**config.mk**
```make
export PLATFORM = sky130hd
export DESIGN_NAME = vram_arbiter
export DESIGN_NICKNAME = d
export VERILOG_FILES = /design/src/rtl/vram_pkg.sv /design/src/rtl/vram_hold_buf.sv /design/src/rtl/vram_arbiter.sv
export SDC_FILE = /design/constraint.sdc
export NUM_CORES = 1
export LEC_CHECK = 0
export BUFFER_PORTS_ARGS = -buffer_cell sky130_fd_sc_hd__buf_4
export CAP_MARGIN = 15
export CORE_ASPECT_RATIO = 0.5
export CORE_MARGIN = 1.5
export CORE_UTILIZATION = 40
export DETAILED_ROUTE_END_ITERATION = 7
export PLACE_DENSITY_LB_ADDON = 0.05
export SYNTH_ARGS = -nofsm -noshare
export SYNTH_HDL_FRONTEND = slang
export SYNTH_SLANG_ARGS = --single-unit
export TNS_END_PERCENT = 10
```
**constraint.sdc**
```tcl
create_clock -name pixel_clk -period 1.85 [get_ports pixel_clk]
set_clock_uncertainty 0.05 [all_clocks]
set_input_delay 0.0925 -clock pixel_clk [delete_from_list [all_inputs] [get_ports pixel_clk]]
set_output_delay 0.0925 -clock pixel_clk [all_outputs]
set_load 0.01 [all_outputs]
```
**src/rtl/vram_pkg.sv**
```systemverilog
// Shared types and default geometry for the frame-buffer arbiter.
// Frame-lock behaviour is selected with VRAM_ARB_FRAME_LOCK_EN (see vram_arbiter).
package vram_pkg;

    localparam int DEF_IMG_W        = 640;
    localparam int DEF_IMG_H        = 480;
    localparam int DEF_PIX_W        = 4;
    localparam int DEF_STARVE_LIMIT = 1024;
    localparam int IMG_SIZE         = DEF_IMG_W * DEF_IMG_H;
    localparam int DEF_ADDR_W       = $clog2(IMG_SIZE);

    typedef enum logic {
        EMPTY = 1'b0,
        HELD  = 1'b1
    } hold_state_t;

    typedef logic [DEF_PIX_W-1:0]  pixel_t;
    typedef logic [DEF_ADDR_W-1:0] vram_addr_t;

endpackage

```
**src/rtl/vram_hold_buf.sv**
```systemverilog
// One-entry write holding register with range check and starvation monitor.
// Accept-to-commit 1 cycle minimum; wr_ready low while an entry is held.
// Commit happens only in cycles where wr_permit is high; otherwise the entry waits.
module vram_hold_buf
    import vram_pkg::*;
#(
    parameter int ADDR_W       = DEF_ADDR_W,
    parameter int PIX_W        = DEF_PIX_W,
    parameter int IMG_PIXELS   = IMG_SIZE,
    parameter int STARVE_LIMIT = DEF_STARVE_LIMIT
) (
    input  logic              pixel_clk,
    input  logic              resetn_sync,
    input  logic              wr_valid,
    input  logic [ADDR_W-1:0] wr_addr,
    input  logic [PIX_W-1:0]  wr_data,
    input  logic              wr_permit,
    output logic              wr_ready,
    output logic              commit,
    output logic [ADDR_W-1:0] hold_addr,
    output logic [PIX_W-1:0]  hold_data,
    output logic              wr_done,
    output logic              wr_err,
    output logic              wr_starved
);

    localparam int                CNT_W     = $clog2(STARVE_LIMIT + 1);
    localparam logic [CNT_W-1:0]  LIMIT     = CNT_W'(STARVE_LIMIT);
    localparam logic [ADDR_W-1:0] LAST_ADDR = ADDR_W'(IMG_PIXELS - 1);

    hold_state_t      state, state_nxt;
    logic             capture;
    logic             err_nxt;
    logic [CNT_W-1:0] starve_cnt;

    always_ff @(posedge pixel_clk or negedge resetn_sync) begin
        if (!resetn_sync) begin
            state <= EMPTY;
        end else begin
            state <= state_nxt;
        end
    end

    always_comb begin
        state_nxt = state;
        capture   = 1'b0;
        err_nxt   = 1'b0;
        commit    = 1'b0;
        case (state)
            EMPTY: begin
                if (wr_valid) begin
                    capture = 1'b1;
                    if (wr_addr <= LAST_ADDR) begin
                        state_nxt = HELD;
                    end else begin
                        err_nxt = 1'b1;
                    end
                end
            end
            HELD: begin
                if (wr_permit) begin
                    commit    = 1'b1;
                    state_nxt = EMPTY;
                end
            end
            default: state_nxt = EMPTY;
        endcase
    end

    always_ff @(posedge pixel_clk or negedge resetn_sync) begin
        if (!resetn_sync) begin
            hold_addr  <= '0;
            hold_data  <= '0;
            wr_ready   <= 1'b1;
            wr_done    <= 1'b0;
            wr_err     <= 1'b0;
            wr_starved <= 1'b0;
            starve_cnt <= '0;
        end else begin
            if (capture) begin
                hold_addr <= wr_addr;
                hold_data <= wr_data;
            end
            wr_ready   <= (state_nxt == EMPTY);
            wr_done    <= commit;
            wr_err     <= err_nxt;
            wr_starved <= wr_starved | (starve_cnt == LIMIT);
            // Counter only restarts when a new entry is accepted, so a starved
            // value survives the eventual commit until the flag is latched.
            if (state == EMPTY && state_nxt == HELD) begin
                starve_cnt <= '0;
            end else if (state == HELD && !commit && starve_cnt != LIMIT) begin
                starve_cnt <= starve_cnt + 1'b1;
            end
        end
    end

endmodule

```
**src/rtl/vram_arbiter.sv**
```systemverilog
// Shares the frame-buffer RAM port: scan-out reads win, buffered writes fill idle cycles.
// Read latency 2 cycles (rd_req -> rd_valid); reads never stall; writes wait in a one-entry buffer.
// Define VRAM_ARB_FRAME_LOCK_EN to restrict write commits to vertical blanking.
module vram_arbiter
    import vram_pkg::*;
#(
    parameter int IMG_W        = DEF_IMG_W,
    parameter int IMG_H        = DEF_IMG_H,
    parameter int PIX_W        = DEF_PIX_W,
    parameter int STARVE_LIMIT = DEF_STARVE_LIMIT,
    localparam int ADDR_W      = $clog2(IMG_W * IMG_H)
) (
    input  logic              pixel_clk,
    input  logic              resetn_sync,
    input  logic              vblank,
    input  logic              rd_req,
    input  logic [ADDR_W-1:0] rd_addr,
    output logic [PIX_W-1:0]  rd_data,
    output logic              rd_valid,
    input  logic              wr_valid,
    output logic              wr_ready,
    input  logic [ADDR_W-1:0] wr_addr,
    input  logic [PIX_W-1:0]  wr_data,
    output logic              wr_done,
    output logic              wr_err,
    output logic              wr_starved,
    output logic              mem_en,
    output logic              mem_we,
    output logic [ADDR_W-1:0] mem_addr,
    output logic [PIX_W-1:0]  mem_wdata,
    input  logic [PIX_W-1:0]  mem_rdata
);

    logic              wr_permit;
    logic              commit;
    logic [ADDR_W-1:0] hold_addr;
    logic [PIX_W-1:0]  hold_data;
    logic              rd_req_d1;

`ifdef VRAM_ARB_FRAME_LOCK_EN
    assign wr_permit = !rd_req && vblank;
`else
    logic unused_vblank;
    assign unused_vblank = vblank;
    assign wr_permit     = !rd_req;
`endif

    vram_hold_buf #(
        .ADDR_W       (ADDR_W),
        .PIX_W        (PIX_W),
        .IMG_PIXELS   (IMG_W * IMG_H),
        .STARVE_LIMIT (STARVE_LIMIT)
    ) u_hold_buf (
        .pixel_clk   (pixel_clk),
        .resetn_sync (resetn_sync),
        .wr_valid    (wr_valid),
        .wr_addr     (wr_addr),
        .wr_data     (wr_data),
        .wr_permit   (wr_permit),
        .wr_ready    (wr_ready),
        .commit      (commit),
        .hold_addr   (hold_addr),
        .hold_data   (hold_data),
        .wr_done     (wr_done),
        .wr_err      (wr_err),
        .wr_starved  (wr_starved)
    );

    // commit already implies !rd_req, so the read branch never masks a commit.
    always_comb begin
        mem_en    = 1'b0;
        mem_we    = 1'b0;
        mem_addr  = rd_addr;
        mem_wdata = hold_data;
        if (rd_req) begin
            mem_en = 1'b1;
        end else if (commit) begin
            mem_en   = 1'b1;
            mem_we   = 1'b1;
            mem_addr = hold_addr;
        end
    end

    always_ff @(posedge pixel_clk or negedge resetn_sync) begin
        if (!resetn_sync) begin
            rd_req_d1 <= 1'b0;
            rd_valid  <= 1'b0;
            rd_data   <= '0;
        end else begin
            rd_req_d1 <= rd_req;
            rd_valid  <= rd_req_d1;
            rd_data   <= mem_rdata;
        end
    end

endmodule
```
# [Word-level counts from Yosys, hierarchy flattened]
# Index checks and enable logic that the tools add are counted.
[totals] ff_bits=45 inputBits=51 output_inout_bits=34 wordCells=41
[op_classes] n_addsub=1 magnitude_cmp=1 n_eq_ne=2 n_mux=18 bitwise_logic=3 n_reduce_logical=5
[ops] operator="$mux 19" count=2
[ops] operator="$mux 11" count=2
[ops] operator="$le 19x19->1 const B" count=1
[ops] operator="$mux 1" count=13
[ops] operator="$add 11x1->11 const B" count=1
[ops] operator="$eq 11x11->1 const B" count=1
[ops] operator="$ne 11x11->1 const B" count=1
[ops] operator="$logic_and 1x1->1" count=3
[ops] operator="$not 1->1" count=2
[ops] operator="$pmux 1 s2" count=1
[ops] operator="$reduce_bool 2->1" count=1
[ops] operator="$logic_not 1->1" count=1
[ops] operator="$or 1x1->1" count=1

# [Depth between registers and ports, before layout]
[logic_depth] ltp_word=7 depth_mapped=6

# [Modules after synthesis]
# A second synthesis with hierarchy kept.
[hier_totals] hier_cells=154 area_unflattened_um2=2142.1
[modules_own_cells] module="vram_hold_buf" n_inst=1 cells_per_inst=124 area_per_inst_um2=1660.3 seq_area_each_um2=977.2
[modules_own_cells] module="vram_arbiter" n_inst=1 cells_per_inst=30 area_per_inst_um2=481.7 seq_area_each_um2=150.1

# [Least setup slack after synthesis]
# OpenSTA, ideal clock, no wires.
[synth_timing] kind="register to register" from="register u_hold_buf.starve_cnt[0]" to="register u_hold_buf.starve_cnt[0]" arrival_time_ns=1.188 required_ns=1.681 setup_slack_ns=0.493 stages_incl_launch_ff=7 path_buffers=0 period_less_slack_ns=1.357 cell_sequence="dfrtp_1 -> inv_1 -> ha_1 -> and4bb_2 -> a31oi_4 -> xnor2_1 -> nor2_1"
[synth_between] elab_chain_cells=3 elab_cells_between_ends=6 cone_classes="add/sub (1); eq/ne (1); mux (2); reduce/logical (2)"
[synth_lines] item="start: declaration" line="vram_hold_buf.sv:34" rtl="logic [CNT_W-1:0] starve_cnt;"
[synth_lines] item="start signal: assignment" line="vram_hold_buf.sv:93" rtl="starve_cnt <= starve_cnt + 1'b1;"
[synth_lines] item="$add 11x1->11 / $ne 11x11->1 (equally long branches)" line="vram_hold_buf.sv:93, vram_hold_buf.sv:92"
[synth_lines] item="$mux 11 / $logic_and 1x1->1 (equally long branches)" line="vram_hold_buf.sv:92" rtl="end else if (state == HELD && !commit && starve_cnt != LIMIT) begin"
[synth_lines] item="$mux 11 / $reduce_bool 2->1 (equally long branches)"
# Several ways; a longest one is shown, not always the timed one. The select of a mux whose other input is x is not followed.
# A chain may end at the register's enable or synchronous reset.

# [Worst setup path in the final report]
[layout_timing] from="input port rd_req" to="output port mem_addr[17]"
[layout_between] elab_chain_cells=4
[layout_lines] item="start: declaration" line="vram_arbiter.sv:16" rtl="input logic rd_req,"
[layout_lines] item="$mux 1" line="vram_hold_buf.sv:61" rtl="if (wr_permit) begin"
[layout_lines] item="$mux 1" line="vram_hold_buf.sv:49" rtl="case (state)"
[layout_lines] item="$mux 19" line="vram_arbiter.sv:77" rtl="end else if (commit) begin"
[layout_lines] item="$mux 19 *" line="vram_arbiter.sv:75" rtl="if (rd_req) begin"
[layout_lines] item="end: declaration" line="vram_arbiter.sv:29" rtl="output logic [ADDR_W-1:0] mem_addr,"
# Every way passes the cells marked *; elsewhere a longest branch is shown, timed or not.

==> impl_metrics.ini <==
[sta]
setup_violations = 0
slew_viol_final = 0
min_period_over_period = 0.963
setup_ws_ns = 0.0682
grt_setup_unrepaired = no
fmax_mhz = 561
tns_ns = 0
min_period_ns = 1.78
slew_headroom = 0.627
worst_slew_pin_slew_ns = 0.560
whs_ns = 0.0317
hold_viol = 0

[logic_synthesis]
synth_mux_area_frac = 0.230
synthSimpleGateAreaFrac = 0.102
synth_seq_cells = 45
synth_cell_type_count = 31
yosysTopAreaCellShare = 0.528
synth_xor_area_frac = 0.0378
synth_nets = 204
async_flop_share = 1.00
synthTopCellsByCount = dfrtp_1 (44), mux2_2 (40), nor2_1 (11)
synthMostInstantiatedCell = dfrtp_1
avgSynthCellArea_sq_um = 13.8
synth_top_family_by_area = multiplexers
synthCells = 151
yosysTopAreaCell = dfrtp_1
synth_edf_count = 0
synthTopCellsByArea = dfrtp_1 (53%), mux2_2 (22%), xor2_1 (3.4%)
synth_fa_ha_area_frac = 0.0120
synth-main-ff-cell = dfrtp_1
ys_seq_area_frac = 0.540
syn_area_sq_um = 2090
synth_compound_area_frac = 0.0426
yosysWarnings = 0

[job]
drv_cap = 0

[power_and_ir_drop]
switchingPower_mw = 0.641
pwr-share-clk = 0.234
peakVddDrop_mv = 0.438
combPwrFrac = 0.267
switching_share = 0.264
internal_power_mw = 1.79
leakage_nw = 1.47
power_density_nw_per_um2 = 775
seqPwrFrac = 0.499

[critical_path]
cp_data_arrival_time_ns = 1.64
setup.worst_path.start_class = primary input
worstPathCellList = dlygate4sd3_1 > buf_4 > nor2b_2 > buf_12 > mux2_2 > buf_4
crit_type = primary input to primary output
cp.required_ns = 1.71
cp-end-kind = primary output
cpMaxStageDelayCell = dlygate4sd3_1
path_common_cell = buf_4
cpPeakStageDelay_ns = 0.54
critPathMaxFanout = 21

[cells_and_area]
area_growth_pct = 50.4
final_nets = 317
antenna_cells = 0
fillers = 411
post_route_cells_drive_above_1_share = 0.540

[die]
start_util = 0.419
io_pins = 85
die_h_um = 54.1
rows = 18
dieArea_sq_um = 5690
core_sq_um = 4980
die_w_um = 105

[route]
drcViolationCount = 0
drt-initial-drc-count = 36
wl_um = 4340
ant_nets = 0
dr.pass1.iters = 4
routed_via_density = 4.72
wl_per_cell_um = 13.0
dr_total_vias = 1580

[clocking]
clk_pin_slew_worst_paths_ns = 0.08
clkSinkCount = 45
cts_setup_buffers = 0
clock_path_buffers = 2
root_buffer = clkbuf_8
insertion_delay_ns = 0.29
h-tree-depth = 2
cts_tree = built
cts_made_buffers = 5

[place]
routabilityCongestion = 0.725
dp_hpwl_um = 2870
portBuffers = 83
dp_slack_ns = 0.337

[global_routing]
antenna_found_initial = 0
overflow = 0
grt_pass1_wl_um = 7010
grt.total_usage = 0.160
grt_max_degree = 46
grt_pass1_vias = 1539

[min_path]
min_path_type = primary input to register

[outcome]
status = finished, final reports clean
-- sequential cells by signal, summed over array words and instances (netlist names) --
name	count
rd_data	4
u_hold_buf.wr_starved	1
u_hold_buf.starve_cnt	11
u_hold_buf.hold_data	4
u_hold_buf.state	1
rd_req_d1	1
rd_valid	1
u_hold_buf.hold_addr	19
u_hold_buf.wr_done	1
u_hold_buf.wr_ready	1
u_hold_buf.wr_err	1
-- layout make-up --
class | count | area, sq um | area share
tap | 70 | 87.6 | 0.0279
sequential | 45 | 1130 | 0.360
timing repair buffer | 113 | 943 | 0.301
clock buffer | 6 | 72.6 | 0.0231
clock inverter | 2 | 10.0 | 0.00319
multi-input combinational | 97 | 888 | 0.283
inverter | 2 | 7.51 | 0.00239
-- logic make-up (layout without fill, tap and decap cells) --
logic type                 Yosys count  count (layout)
DFF                                 45              45
muxes                               42              42
and+or+nand+nor                     35              35
AOI/OAI and AO/OA                    9               9
xor gates and xnor gates             9               9
buffers and inverters                9             123
adders and majority gates            2               2
-- stage by stage --
| stage | cell area (sq um) | util | instances | total power [mW] |
|---|---|---|---|---|
| 6_report | 3140 | 0.630 | 335 | 2.43 |
| 5_1_grt | 3140 | 0.630 | 335 | 2.59 |
| 4_1_cts | 3140 | 0.630 | 335 | 2.46 |
| 3_5_place_dp | 2770 | 0.557 | 299 | 1.84 |
| 3_3_place_gp | 2770 | 0.557 | 299 | 1.82 |
| 2_1_floorplan | 2090 | - | 151 | 1.56 |
-- critical path: cells and delay by family --
family                 cells  cell delay [ns]
buffers and inverters      4             1.04
muxes                      1             0.35
and+or+nand+nor            1             0.15
-- power by group through the flow --
stage               combinational, mW  clock, mW  sequential [mW]
finish                          0.650      0.569             1.21
global placement                0.599          0             1.22
global route                    0.721      0.639             1.23
CTS                             0.659      0.592             1.21
floorplan                       0.341          0             1.22
detailed placement              0.609          0             1.23
-- path summary, 6_finish.rpt --
check / depth (start not counted) / to / from / slack, ns
worst max-delay path: 6 / mem_addr[17] / rd_req / 0.07
worst min-delay path: 2 / u_hold_buf.hold_addr[18] / wr_addr[18] / 0.03
worst max register to register: 6 / u_hold_buf.starve_cnt[0] / u_hold_buf.starve_cnt[0] / 0.39
worst min register to register: 0 / rd_valid / rd_req_d1 / 0.30
max in group asynchronous: 2 / u_hold_buf.state / resetn_sync / 1.06
min in group asynchronous: 2 / rd_data[2] / resetn_sync / 0.28
-- placed cells by master (no fill, tap or decap), types with 2 or more instances in the layout --
cell,instances
clkbuf_8,5
dlygate4sd3_1,28
nand2b_1,2
nand2_1,3
a21oi_1,2
clkinv_2,2
nand3_1,3
buf_12,2
inv_1,2
nand4_1,5
nor2_1,11
dfrtp_1,43
and4_1,3
ha_1,2
mux2_2,40
mux2_4,2
and2_1,2
buf_4,83
xor2_1,8
-- metal layers --
metal | vias up | part of all wire | GRT usage
met5 | - | 0 | 0
met4 | 0 | 0.0081 | 0.0411
met3 | 5 | 0.053 | 0.0484
met2 | 37 | 0.49 | 0.289
met1 | 775 | 0.45 | 0.194
li1 | 763 | - | -
-- timing repair --
action | CTS | global route
hold endpoints to repair | 72 | 0
hold buffers | 28 | 0
endpoints found under the setup margin | 0 | 19
gates resized for setup | 0 | 1
Note: power is estimated with default switching activity, not from simulation.
